**config.mk**
```make
export PLATFORM = sky130hd
export DESIGN_NAME = urv_dm_issue
export DESIGN_NICKNAME = d
export VERILOG_FILES = /design/src/rtl/urv_dm_issue_pkg.sv /design/src/rtl/urv_dm_lane_align.sv /design/src/rtl/urv_dm_issue.sv
export SDC_FILE = /design/constraint.sdc
export NUM_CORES = 1
export LEC_CHECK = 0
export CORE_AREA = 10 10 119 121
export CTS_BUF_LIST = sky130_fd_sc_hd__clkbuf_4 sky130_fd_sc_hd__clkbuf_8 sky130_fd_sc_hd__clkbuf_16
export DETAILED_ROUTE_END_ITERATION = 10
export DIE_AREA = 0 0 129 131
export PLACE_DENSITY = 0.73
export SLEW_MARGIN = 25
export SYNTH_ARGS = -nofsm -noshare
export SYNTH_HDL_FRONTEND = slang
export SYNTH_SLANG_ARGS = --single-unit
```
**constraint.sdc**
```tcl
create_clock -name clk_i -period 3.4 [get_ports clk_i]
set_input_delay 0.68 -clock clk_i [delete_from_list [all_inputs] [get_ports clk_i]]
set_output_delay 0.68 -clock clk_i [all_outputs]
set_load 0.05 [all_outputs]
```
**src/rtl/urv_dm_issue_pkg.sv**
```systemverilog
// urv_dm_issue_pkg: shared codes for the data-memory issue stage.
// Holds LDST_* function codes, AHB HTRANS/HSIZE encodings and the issue FSM state type.
// Optional feature macro used by importers: KMKZ_DM_MISALIGN_TRAP_EN.
package urv_dm_issue_pkg;

  // Load/store function codes (funct3 of RISC-V loads/stores).
  localparam logic [2:0] LDST_B  = 3'b000;
  localparam logic [2:0] LDST_H  = 3'b001;
  localparam logic [2:0] LDST_L  = 3'b010;
  localparam logic [2:0] LDST_BU = 3'b100;
  localparam logic [2:0] LDST_HU = 3'b101;

  localparam logic [1:0] HTRANS_IDLE   = 2'b00;
  localparam logic [1:0] HTRANS_NONSEQ = 2'b10;

  localparam logic [2:0] HSIZE_B = 3'b000;
  localparam logic [2:0] HSIZE_H = 3'b001;
  localparam logic [2:0] HSIZE_W = 3'b010;

  // Encoding is {address phase pending, data phase pending}.
  typedef enum logic [1:0] {
    ST_IDLE      = 2'b00,
    ST_DATA      = 2'b01,
    ST_ADDR      = 2'b10,
    ST_ADDR_DATA = 2'b11
  } dm_state_e;

endpackage

```
**src/rtl/urv_dm_lane_align.sv**
```systemverilog
// urv_dm_lane_align: combinational lane steering for the data-memory issue stage.
// Ports: fun_i/addr_i/load_i/data_i -> size_o (HSIZE), wdata_o (replicated store data),
//        misalign_o (half on odd address or word not on a 4-byte boundary). No state.
module urv_dm_lane_align
  import urv_dm_issue_pkg::*;
(
  input  logic [1:0]  fun_i,
  input  logic [1:0]  addr_i,
  input  logic        load_i,
  input  logic [31:0] data_i,
  output logic [2:0]  size_o,
  output logic [31:0] wdata_o,
  output logic        misalign_o
);

  always_comb begin
    size_o     = {1'b0, fun_i};
    wdata_o    = '0;
    misalign_o = 1'b0;
    case (fun_i)
      2'b00: wdata_o = {4{data_i[7:0]}};
      2'b01: begin
        wdata_o    = {2{data_i[15:0]}};
        misalign_o = addr_i[0];
      end
      default: begin
        wdata_o    = data_i;
        misalign_o = (addr_i != 2'b00);
      end
    endcase
    // Loads never drive the write bus.
    if (load_i) wdata_o = '0;
  end

endmodule

```
**src/rtl/urv_dm_issue.sv**
```systemverilog
// urv_dm_issue: data-memory issue stage, drives the AHB-Lite address phase and tracks the data phase.
// Latency: request accepted at edge N is on HADDR/HTRANS from N+1; x_valid_o follows once HREADY completes it.
// Backpressure: x_stall_req_o while the address slot is busy (NONSEQ with HREADY=0); x_stall_i blocks acceptance.
// Ports: d_* request in, HADDR/HTRANS/HWRITE/HSIZE/x_HWDATA AHB address phase out, HREADY/HRESP in,
//        x_* data-phase copies, bus_error_o / d_misalign_o single-cycle pulses.
// Option: KMKZ_DM_MISALIGN_TRAP_EN traps misaligned half/word requests instead of issuing them.
module urv_dm_issue
  import urv_dm_issue_pkg::*;
(
  input  logic        clk_i,
  input  logic        rst_i,
  input  logic        d_valid_i,
  input  logic        d_load_i,
  input  logic        d_store_i,
  input  logic [2:0]  d_fun_i,
  input  logic [31:0] d_addr_i,
  input  logic [31:0] d_store_data_i,
  input  logic        x_stall_i,
  output logic        x_stall_req_o,
  output logic [31:0] HADDR,
  output logic [1:0]  HTRANS,
  output logic        HWRITE,
  output logic [2:0]  HSIZE,
  output logic [31:0] x_HWDATA,
  input  logic        HREADY,
  input  logic        HRESP,
  output logic        x_valid_o,
  output logic        x_load_o,
  output logic        x_store_o,
  output logic [2:0]  x_fun_o,
  output logic [31:0] x_dm_addr_o,
  output logic        bus_error_o,
  output logic        d_misalign_o
);

  dm_state_e   state_q, state_d;
  logic        addr_pend, data_pend;
  logic        req, slot_free, accept, trap, issue;
  logic [2:0]  lane_size;
  logic [31:0] lane_wdata;
  logic        lane_misalign;

  logic [31:0] haddr_q, hwdata_q, x_addr_q;
  logic [2:0]  hsize_q, a_fun_q, x_fun_q;
  logic        hwrite_q, a_load_q, x_load_q, x_store_q, bus_err_q;

  urv_dm_lane_align u_align (
    .fun_i      (d_fun_i[1:0]),
    .addr_i     (d_addr_i[1:0]),
    .load_i     (d_load_i),
    .data_i     (d_store_data_i),
    .size_o     (lane_size),
    .wdata_o    (lane_wdata),
    .misalign_o (lane_misalign)
  );

  assign addr_pend = (state_q == ST_ADDR) || (state_q == ST_ADDR_DATA);
  assign data_pend = (state_q == ST_DATA) || (state_q == ST_ADDR_DATA);

  assign req           = d_valid_i & (d_load_i | d_store_i);
  assign slot_free     = !addr_pend | HREADY;
  assign accept        = req & slot_free & !x_stall_i;
  assign x_stall_req_o = req & !slot_free;

`ifdef KMKZ_DM_MISALIGN_TRAP_EN
  logic misalign_q;
  assign trap = lane_misalign;

  // A trapped request is consumed here; it never reaches the bus.
  always_ff @(posedge clk_i or negedge rst_i) begin
    if (!rst_i) misalign_q <= 1'b0;
    else        misalign_q <= accept & trap;
  end
  assign d_misalign_o = misalign_q;
`else
  logic unused_misalign;
  assign unused_misalign = lane_misalign;
  assign trap            = 1'b0;
  assign d_misalign_o    = 1'b0;
`endif

  assign issue = accept & !trap;

  // issue can only coincide with a busy address slot when HREADY=1 (slot_free).
  always_comb begin
    state_d = state_q;
    case (state_q)
      ST_IDLE:      if (issue)  state_d = ST_ADDR;
      ST_ADDR:      if (HREADY) state_d = issue ? ST_ADDR_DATA : ST_DATA;
      ST_DATA: begin
        if (HREADY)     state_d = issue ? ST_ADDR : ST_IDLE;
        else if (issue) state_d = ST_ADDR_DATA;
      end
      ST_ADDR_DATA: if (HREADY) state_d = issue ? ST_ADDR_DATA : ST_DATA;
      default:      state_d = ST_IDLE;
    endcase
  end

  always_ff @(posedge clk_i or negedge rst_i) begin
    if (!rst_i) begin
      state_q   <= ST_IDLE;
      haddr_q   <= '0;
      hwrite_q  <= 1'b0;
      hsize_q   <= '0;
      hwdata_q  <= '0;
      a_load_q  <= 1'b0;
      a_fun_q   <= '0;
      x_load_q  <= 1'b0;
      x_store_q <= 1'b0;
      x_fun_q   <= '0;
      x_addr_q  <= '0;
      bus_err_q <= 1'b0;
    end else begin
      state_q <= state_d;
      if (issue) begin
        haddr_q  <= d_addr_i;
        hwrite_q <= d_store_i;
        hsize_q  <= lane_size;
        hwdata_q <= lane_wdata;
        a_load_q <= d_load_i;
        a_fun_q  <= d_fun_i;
      end
      // Address phase completes: its attributes move to the data-phase copies.
      if (addr_pend && HREADY) begin
        x_load_q  <= a_load_q;
        x_store_q <= hwrite_q;
        x_fun_q   <= a_fun_q;
        x_addr_q  <= haddr_q;
      end
      // Only the final (HREADY=1) cycle of the two-cycle error response counts.
      bus_err_q <= data_pend & HREADY & HRESP;
    end
  end

  assign HTRANS      = addr_pend ? HTRANS_NONSEQ : HTRANS_IDLE;
  assign HADDR       = haddr_q;
  assign HWRITE      = hwrite_q;
  assign HSIZE       = hsize_q;
  assign x_HWDATA    = hwdata_q;
  assign x_valid_o   = data_pend;
  assign x_load_o    = x_load_q;
  assign x_store_o   = x_store_q;
  assign x_fun_o     = x_fun_q;
  assign x_dm_addr_o = x_addr_q;
  assign bus_error_o = bus_err_q;

endmodule

```
Word level (Yosys, flattened, before mapping) --
Index checks and enable logic that the tools add are counted.
Operators by class: equal/unequal tests 7, muxes and demuxes 10, bitwise logic cells 8, reductions and logical operators 10
Operators with widths (count):
- $pmux W32 S2 | 1
- $mux W32 | 1
- $mux W2 | 7
- $and A1 B1 Y1 | 6
- $pmux W2 S3 | 1
- $eq A2 B1 Y1 const B | 2
- $eq A2 B2 Y1 const B | 2
- $logic_not A2 Y1 | 2
- $logic_not A1 Y1 | 3
- $ne A3 B3 Y1 const B | 1
- $reduce_and A3 Y1 | 1
- $logic_or A1 B1 Y1 | 2
- $ne A2 B1 Y1 const B | 1
- $ne A2 B2 Y1 const B | 1
- $or A1 B1 Y1 | 2
- $reduce_or A2 Y1 | 1
- $logic_and A1 B1 Y1 | 1
Word-level totals: register bits 111, input bits 75, output and inout port bits 111, word-level logic and storage cells 47

Longest topological paths before layout --
Gate-level depths: netlist of the first run.
depth after elaboration 9, gate-level depth with buffers 6, gate-level depth less buffers 3

By module --
Synthesis of the first run repeated with hierarchy kept, for this count alone.
Second synthesis, totals: cells, all modules 336, area total of the unflattened synthesis 5167.5 sq um
Modules (own cells, without submodules):
- urv_dm_issue | times used 1, cells each 248, area an instance 4558.1 sq um, sequential area each 2802.7 sq um
- urv_dm_lane_align | times used 1, cells each 88, area an instance 609.3 sq um, sequential area each 0.0 sq um

Worst setup path before layout of the first run --
Ideal clock, no wire load.
path kind input -> output, start input port d_load_i, end output port x_stall_req_o, data arrival time 2222 ps, required time 2720 ps, slack 498 ps, cell stages on the path 4, path through buf_6 -> o21ai_2 -> buf_2 -> nor3b_1
On the way: longest elaborated chain between the ends 3
Ends and longest elaborated chain:
- from (decl) | line urv_dm_issue.sv:13 | input logic d_load_i,
- $or A1 B1 Y1 | line urv_dm_issue.sv:60 | assign req = d_valid_i & (d_load_i | d_store_i);
- $and A1 B1 Y1 | line urv_dm_issue.sv:60
- $and A1 B1 Y1 | line urv_dm_issue.sv:63 | assign x_stall_req_o = req & !slot_free;
- to (decl) | line urv_dm_issue.sv:19 | output logic x_stall_req_o,
No other way between the ends.

Worst setup path after layout of the first run --
Same ends and word-level chain as after synthesis.

==> flow_metrics.tcl, run 1 <==
set metrics [dict create \
    status "complete, no violations" \
    multi_input_area_sq_mm 0.00175 \
    core-area_sq_mm 0.0118 \
    area_growth_pct 47.3 \
    routed_wl_um 12900 \
    cts_root_buf "clkbuf_16" \
    finalCritPeriodShare 0.820 \
    rsz0062_at_grt "no" \
    power.switching_mw 2.24 \
    hold_class "input pin to async pin" \
    synth_top_area_share 0.586 \
    layout.nets 570 \
    powerDensity_mw_per_mm2 786 \
    overflow 0 \
    die_area_sq_mm 0.0169 \
    io_buffer_count 182 \
    clk_latency_ns 0.34 \
    fin_area_sq_mm 0.00686 \
    postRouteAntennaNets 0 \
    fin_ws_ns 0.612 \
    place_congestion 0.791 \
    ys_ff_latch 109 \
    synth_top_flop_cell "dfrtp_1" \
    clkSlewWorstSetupHoldPaths_ns 0.07 \
    pwr-share-comb 0.467 \
    grt_pass1_vias 3507 \
    nFillCells 992 \
    hold_viol 0 \
    synth_area_leader_cell "dfrtp_1" \
    grt_max_degree 56 \
    synthMuxAreaShare 0.255 \
    clock_power_share 0.193 \
    p_int_mw 3.15 \
    startpoint_type "input pin" \
    clock_sinks 109 \
    cellLeakagePower_nw 2.89 \
    dp.cells 631 \
    io_pins 186 \
    track_usage 0.151 \
    die_h_um 131 \
    hold_buffers 0 \
    vdd_drop_max_mv 0.371 \
    synthCells 321 \
    crit_required_ns 2.72 \
    cts_tree "yes" \
    holdWs_ns 0.384 \
    ys_types 26 \
    synthesis.area_sq_mm 0.00466 \
    antenna_found_initial 0 \
    place_area_sq_mm 0.00657 \
    die_w_um 129 \
    post_cts_resized 0 \
    synth_top_family_by_area "multiplexers" \
    avgSynthCellArea_sq_um 14.5 \
    yosys.area_share.adder 0 \
    max_freq_ghz 0.359 \
    synth_async_sr_flop_share 1.00 \
    clock_skew_ns 0.00805 \
    seq_area_sq_mm 0.00273 \
    synth_seq_area_share 0.586 \
    fin_cells 644 \
    clk_path_buf_depth 2 \
    synthXorXnorAreaFrac 0 \
    power_frac_seq 0.340 \
    dp_hpwl_um 9690 \
    postCtsSetupRepairBufs 0 \
    maxSlewHeadroom 0.417 \
    rows 40 \
    sw_frac_of_total 0.416 \
    firstDrtPassIters 4 \
    synthTopCellsByArea "dfrtp_1, mux2_2, mux2i_1, o31ai_1, nor2b_1" \
    drt_first_iter_violations 177 \
    grt_pass1_wl_um 19900 \
    critPathCaptureType "primary output" \
    synth-compound-area-share 0.0610 \
    maxSlewViolCount 0 \
    crit_fanout 12 \
    avgRoutedWirePerCell_um 20.0 \
    drcViolationCount 0 \
    preCtsSetupSlack_ns 0.565 \
    antenna_cells 0 \
    setup_viol 0 \
    yosysWarnings 0 \
    numCtsBuffers 9 \
    synthSimpleGateAreaFrac 0.0567 \
    drive_gt1_frac 0.227 \
    critPathKind "input pin to primary output" \
    synth_edf_count 0 \
    tns_ns 0 \
    initial_core_util 0.394 \
    via_per_inst 5.00 \
    period_needed_ns 2.79 \
    cp.arrival_ns 2.11 \
    final_util 0.581 \
    p_total_mw 5.39 \
    worst_pin_slew_ns 0.872 \
    h-tree-depth 3 \
    cap_violations 0 \
    vias 3217 \
]
-- power by group through the flow --
stage	registers, mW	logic (mW)	clock network, mW
3_3_place_gp	1.85	2.52	0
3_5_place_dp	1.86	2.55	0
4_1_cts	1.84	2.55	1.07
5_1_grt	1.89	2.62	1.12
6_report	1.84	2.52	1.04
2_1_floorplan	3.00	0.449	0
-- worst max-delay path, cell delays in order --
cell	delay [ns]
clkdlybuf4s50_1	0.48
o21ai_2	0.56
nor3b_1	0.19
buf_12	0.20
-- Yosys cell counts, types with 3 or more instances --
| cell | n |
|---|---|
| mux2_2 | 81 |
| o31ai_1 | 16 |
| a32o_1 | 8 |
| nand2b_1 | 9 |
| nor2_1 | 8 |
| clkbuf_1 | 5 |
| mux2_4 | 3 |
| dfrtp_1 | 109 |
| buf_6 | 5 |
| mux2_1 | 6 |
| a211o_1 | 8 |
| mux2i_1 | 16 |
| buf_4 | 7 |
| buf_2 | 12 |
| nor2b_1 | 17 |
-- final timing paths --
check                                 start              end  slack, ns  depth (start not counted)
worst max-delay path               d_load_i    x_stall_req_o       0.61                          4
worst min-delay path                  rst_i     x_HWDATA[27]       0.38                          1
worst max register to register   state_q[1]         HADDR[7]       1.51                          5
worst min register to register  x_HWDATA[8]      x_HWDATA[8]       0.50                          2
max in group asynchronous             rst_i  x_dm_addr_o[21]       2.27                          2
min in group clk_i              x_HWDATA[8]      x_HWDATA[8]       0.50                          2
-- sequential cells by signal, indices dropped and copies added, names as in the netlist --
signal and flops:
HADDR 32, HWRITE 1, a_fun_q 3, a_load_q 1, bus_error_o 1, state_q 2, x_HWDATA 32, x_dm_addr_o 32
x_fun_o 3, x_load_o 1, x_store_o 1
-- kinds of logic (layout without fill, tap and decap cells) --
group | Yosys count | after routing
compound gates | 34 | 34
buf+inv | 30 | 204
flops | 109 | 109
mux | 106 | 106
other cells | 1 | 3
simple gates | 41 | 41
-- cells in the final DEF, fill, tap and decap left out, drive strengths merged --
cell type      Yosys  layout
mux2              90      90
nor4               1       1
nand2              1       1
inv                1       1
nor3               1       1
a211o              8       8
buf               24      10
or3                1       1
nand2b             9       9
conb               1       3
clkinv             0       1
and3               1       1
dfrtp            109     109
o31ai             16      16
bufinv             0       1
clkdlybuf4s50      0     180
a32o               8       8
nor2               9       9
clkbuf             5      11
nor2b             17      17
mux2i             16      16
nor3b              1       1
o21ai              2       2
-- layout make-up --
type,instances,area share
Clock buffer,11,0.0369
Inverter,1,0.000547
Multi-Input combinational cell,184,0.256
Tap cell,147,0.0268
Timing Repair Buffer,190,0.277
Sequential cell,109,0.398
Clock inverter,2,0.00511
-- per-layer routing --
layer,wire (um),up-vias,GRT usage
li1,-,1486,-
met1,5200,1601,0.177
met2,6360,120,0.250
met3,1210,10,0.0588
met4,131,0,0.0502
met5,0,-,0
Note: power is estimated with default switching activity, not from simulation.
==> inputs of run 2 (changes only) <==
Clock period 3.4 ns to 2.8 ns, I/O delays scaled along.
==> flow_metrics.tcl, run 2 (synthesis gave the netlist of run 1 again) <==
set metrics [dict create \
    grt_pass1_vias 3606 \
    cts_tree "yes" \
    cp.arrival_ns 1.94 \
    initial_core_util 0.394 \
    track_usage 0.152 \
    area_growth_pct 47.6 \
    cpPeakStageDelay_ns 0.56 \
    hold_viol 0 \
    hold_class "input pin to async pin" \
    max_freq_ghz 0.400 \
    place_congestion 0.793 \
    multi_input_area_sq_mm 0.00175 \
    drt_first_iter_violations 121 \
    antenna_cells 0 \
    maxSlewViolCount 0 \
    rows 40 \
    grt_pass1_wl_um 20300 \
    numCtsBuffers 9 \
    via_per_inst 5.00 \
    period_needed_ns 2.50 \
    clk_path_buf_depth 2 \
    postRouteAntennaNets 0 \
    vdd_drop_max_mv 0.383 \
    finalCritPeriodShare 0.892 \
    worst-path-buf-inv 2 \
    post_cts_resized 0 \
    seq_area_sq_mm 0.00273 \
    clkSlewWorstSetupHoldPaths_ns 0.07 \
    io_buffer_count 182 \
    grt_max_degree 57 \
    drive_gt1_frac 0.230 \
    critPathKind "input pin to primary output" \
    crit_family "buffers and inverters" \
    startpoint_type "input pin" \
    crit_required_ns 2.24 \
    worst-path-stages 4 \
    maxSlewHeadroom 0.516 \
    reg2reg_depth 4 \
    cap_violations 0 \
    crit_fanout 12 \
    clock_skew_ns 0.00716 \
    dp_hpwl_um 9520 \
    core-area_sq_mm 0.0118 \
    layout.nets 570 \
    drcViolationCount 0 \
    postCtsSetupRepairBufs 0 \
    mostFrequentLayoutCells "clkdlybuf4s50_1, dfrtp_1, mux2_2, nor2b_1" \
    hold_buffers 0 \
    vias 3231 \
    powerDensity_mw_per_mm2 949 \
    firstDrtPassIters 4 \
    h-tree-depth 3 \
    die_w_um 129 \
    status "complete, no violations" \
    rsz0062_at_grt "no" \
    avgRoutedWirePerCell_um 19.6 \
    nFillCells 972 \
    final_common_cell "clkdlybuf4s50_1" \
    worst_pin_slew_ns 0.725 \
    antenna_found_initial 0 \
    cts_root_buf "clkbuf_16" \
    die_area_sq_mm 0.0169 \
    critPathCaptureType "primary output" \
    io_pins 186 \
    overflow 0 \
    routed_wl_um 12600 \
    cellLeakagePower_nw 2.90 \
    clk_latency_ns 0.33 \
    tns_ns 0 \
    p_total_mw 6.52 \
    setup_viol 0 \
    crit_chain "clkdlybuf4s50_1, o21ai_2, nor3b_1, buf_12" \
    worst_path_max_delay_cell "o21ai_2" \
    clock_sinks 109 \
    die_h_um 131 \
]
==> run 2: changes by cell type in the layout (fill, tap and decap cells not counted), sizes merged <==
cell    before  now
bufinv       1    0
clkinv       1    2
clkbuf      11   13
==> run 2: through the flow <==
| stage | cell area (sq um) | hold WS (ns) | worst slack, ns | utilization | std cells |
|---|---|---|---|---|---|
| 6_report | 6870 | 0.262 | 0.301 | 0.582 | 646 |
| 5_1_grt | 6870 | 0.329 | 0.228 | 0.582 | 646 |
| 4_1_cts | 6870 | 0.291 | 0.297 | 0.582 | 646 |
| 3_5_place_dp | 6580 | 0.481 | 0.289 | 0.557 | 631 |
| 3_3_place_gp | 6580 | 0.468 | 0.335 | 0.557 | 631 |
| 2_1_floorplan | 4660 | 0.264 | 0.138 | - | 323 |
==> run 2: area by class of cell <==
class,instances,area share
Inverter,1,0.000546
Multi-Input combinational cell,184,0.255
Tap cell,147,0.0268
Clock inverter,2,0.00255
Clock buffer,13,0.0399
Sequential cell,109,0.397
Timing Repair Buffer,190,0.278
==> run 2: path summary, 6_finish.rpt <==
path	from	to	slack [ns]
max	d_load_i	x_stall_req_o	0.30
min	rst_i	x_HWDATA[31]	0.26
max reg2reg	state_q[1]	HADDR[9]	1.08
min reg2reg	x_HWDATA[31]	x_HWDATA[31]	0.50
max in group asynchronous	rst_i	HADDR[19]	1.77
min in group clk_i	x_HWDATA[31]	x_HWDATA[31]	0.50
==> run 2: where the power goes <==
part	switching (mW)	total, mW	internal, mW
logic	1.94	3.06	1.11
registers	0.249	2.24	1.99
clock network	0.542	1.23	0.686
==> run 2: layer usage <==
metal	GRT usage	vias up	wire, um
li1	-	1489	-
met1	0.182	1609	5140
met2	0.252	120	6180
met3	0.0552	13	1200
met4	0.0441	0	127
met5	0	-	0
==> inputs of run 3 (changes only) <==
Settings changed: CORE_AREA 10 10 119 121 to 2 2 111 113, DIE_AREA 0 0 129 131 to 0 0 113 115, SETUP_SLACK_MARGIN set to 0.5.
==> flow_metrics.tcl, run 3 (synthesis gave the netlist of run 1 again) <==
set metrics [dict create \
    critPathKind "input pin to primary output" \
    period_needed_ns 2.22 \
    rsz0062_at_grt "no" \
    hold_class "input pin to async pin" \
    crit_fanout 4 \
    clkSlewWorstSetupHoldPaths_ns 0.06 \
    post_cts_resized 0 \
    die_area_sq_mm 0.0130 \
    hold_buffers 0 \
    drive_gt1_frac 0.236 \
    cpPeakStageDelay_ns 0.52 \
    core-area_sq_mm 0.0118 \
    r2r_setup_slack_ns 1.16 \
    h-tree-depth 3 \
    clk_latency_ns 0.34 \
    worst_path_max_delay_cell "clkdlybuf4s50_1" \
    firstDrtPassIters 7 \
    finalCritPeriodShare 0.792 \
    clock_skew_ns 0.00483 \
    place_congestion 0.804 \
    die_h_um 115 \
    reg2reg_depth 4 \
    tns_ns 0 \
    startpoint_type "input pin" \
    mostFrequentLayoutCells "clkdlybuf4s50_1, dfrtp_1, mux2_2, nor2b_1" \
    place_area_sq_mm 0.00661 \
    cts_root_buf "clkbuf_16" \
    grt_max_degree 54 \
    cap_violations 0 \
    numCtsBuffers 9 \
    overflow 0 \
    crit_required_ns 2.24 \
    die_w_um 113 \
    antenna_found_initial 0 \
    p_total_mw 6.61 \
    postRouteAntennaNets 0 \
    io_buffer_count 182 \
    worst-path-stages 4 \
    nFillCells 969 \
    clk_path_buf_depth 2 \
    vdd_drop_max_mv 0.494 \
    vias 3222 \
    cellLeakagePower_nw 2.92 \
    maxSlewHeadroom 0.521 \
    layout.nets 571 \
    drt_first_iter_violations 172 \
    cp.arrival_ns 1.66 \
    grt_pass1_wl_um 17700 \
    routed_wl_um 11100 \
    via_per_inst 4.97 \
    cts_tree "yes" \
    powerDensity_mw_per_mm2 954 \
    rows 40 \
    area_growth_pct 48.7 \
    violations "design-rule violations" \
    crit_chain "clkdlybuf4s50_1, o21ai_2, nor3b_2, buf_12" \
    io_pins 186 \
    max_freq_ghz 0.451 \
    crit_family "buffers and inverters" \
    critPathCaptureType "primary output" \
    final_common_cell "clkdlybuf4s50_1" \
    worst-path-buf-inv 2 \
    drcViolationCount 16 \
    maxSlewViolCount 0 \
    antenna_cells 0 \
    grt_pass1_vias 3358 \
    hold_viol 0 \
    dp_hpwl_um 7900 \
    track_usage 0.177 \
    avgRoutedWirePerCell_um 17.1 \
    setup_viol 0 \
    postCtsSetupRepairBufs 0 \
    fin_area_sq_mm 0.00692 \
    clock_sinks 109 \
    initial_core_util 0.394 \
    worst_pin_slew_ns 0.716 \
    status "complete, but fails checks" \
]
run 3: cell count changes in the layout (fill, tap and decap cells not counted):
cell	change
clkbuf_8	-3
clkinv_2	+3
bufinv_16	+2
clkinv_4	-2
buf_12	+1
clkbuf_4	+1
nor3b_1	-1
nor3b_2	+1
run 3: layout make-up:
class	instances	area [sq um]	area share
Clock buffer	11	240	0.0347
Clock inverter	5	75.1	0.0108
Inverter	1	3.75	0.000542
Multi-Input combinational cell	184	1760	0.254
Sequential cell	109	2730	0.394
Tap cell	147	184	0.0266
Timing Repair Buffer	191	1930	0.279
run 3: worst paths after layout:
check	startpoint	endpoint
setup reg to reg	state_q[1]	HADDR[3]
min in group clk_i	x_HWDATA[25]	x_HWDATA[25]
hold / removal	rst_i	x_dm_addr_o[24]
max in group asynchronous	rst_i	HADDR[8]
setup / recovery	d_load_i	x_stall_req_o
hold reg to reg	x_HWDATA[25]	x_HWDATA[25]
run 3: per-stage QoR:
stage	hold WS (ns)	util	setup slack, ns	instances
CTS	0.235	0.586	0.557	648
global placement	0.469	0.559	0.517	632
floorplan	0.264	-	0.628	323
finish	0.223	0.586	0.584	648
global route	0.251	0.586	0.519	648
detailed placement	0.476	0.559	0.483	632
run 3: power by group:
part / internal (mW) / leakage [nW] / switching [mW]
Sequential: 1.99 / 1.33 / 0.236
Combinational: 1.12 / 1.43 / 1.92
Clock: 0.800 / 0.160 / 0.547
run 3: metal layers:
metal  vias to the layer above  track usage  share of wire
met5                         -            0              0
met4                         0       0.0537          0.011
met3                         8       0.0664          0.092
met2                       124        0.287           0.48
met1                      1596        0.224           0.42
li1                       1494            -              -
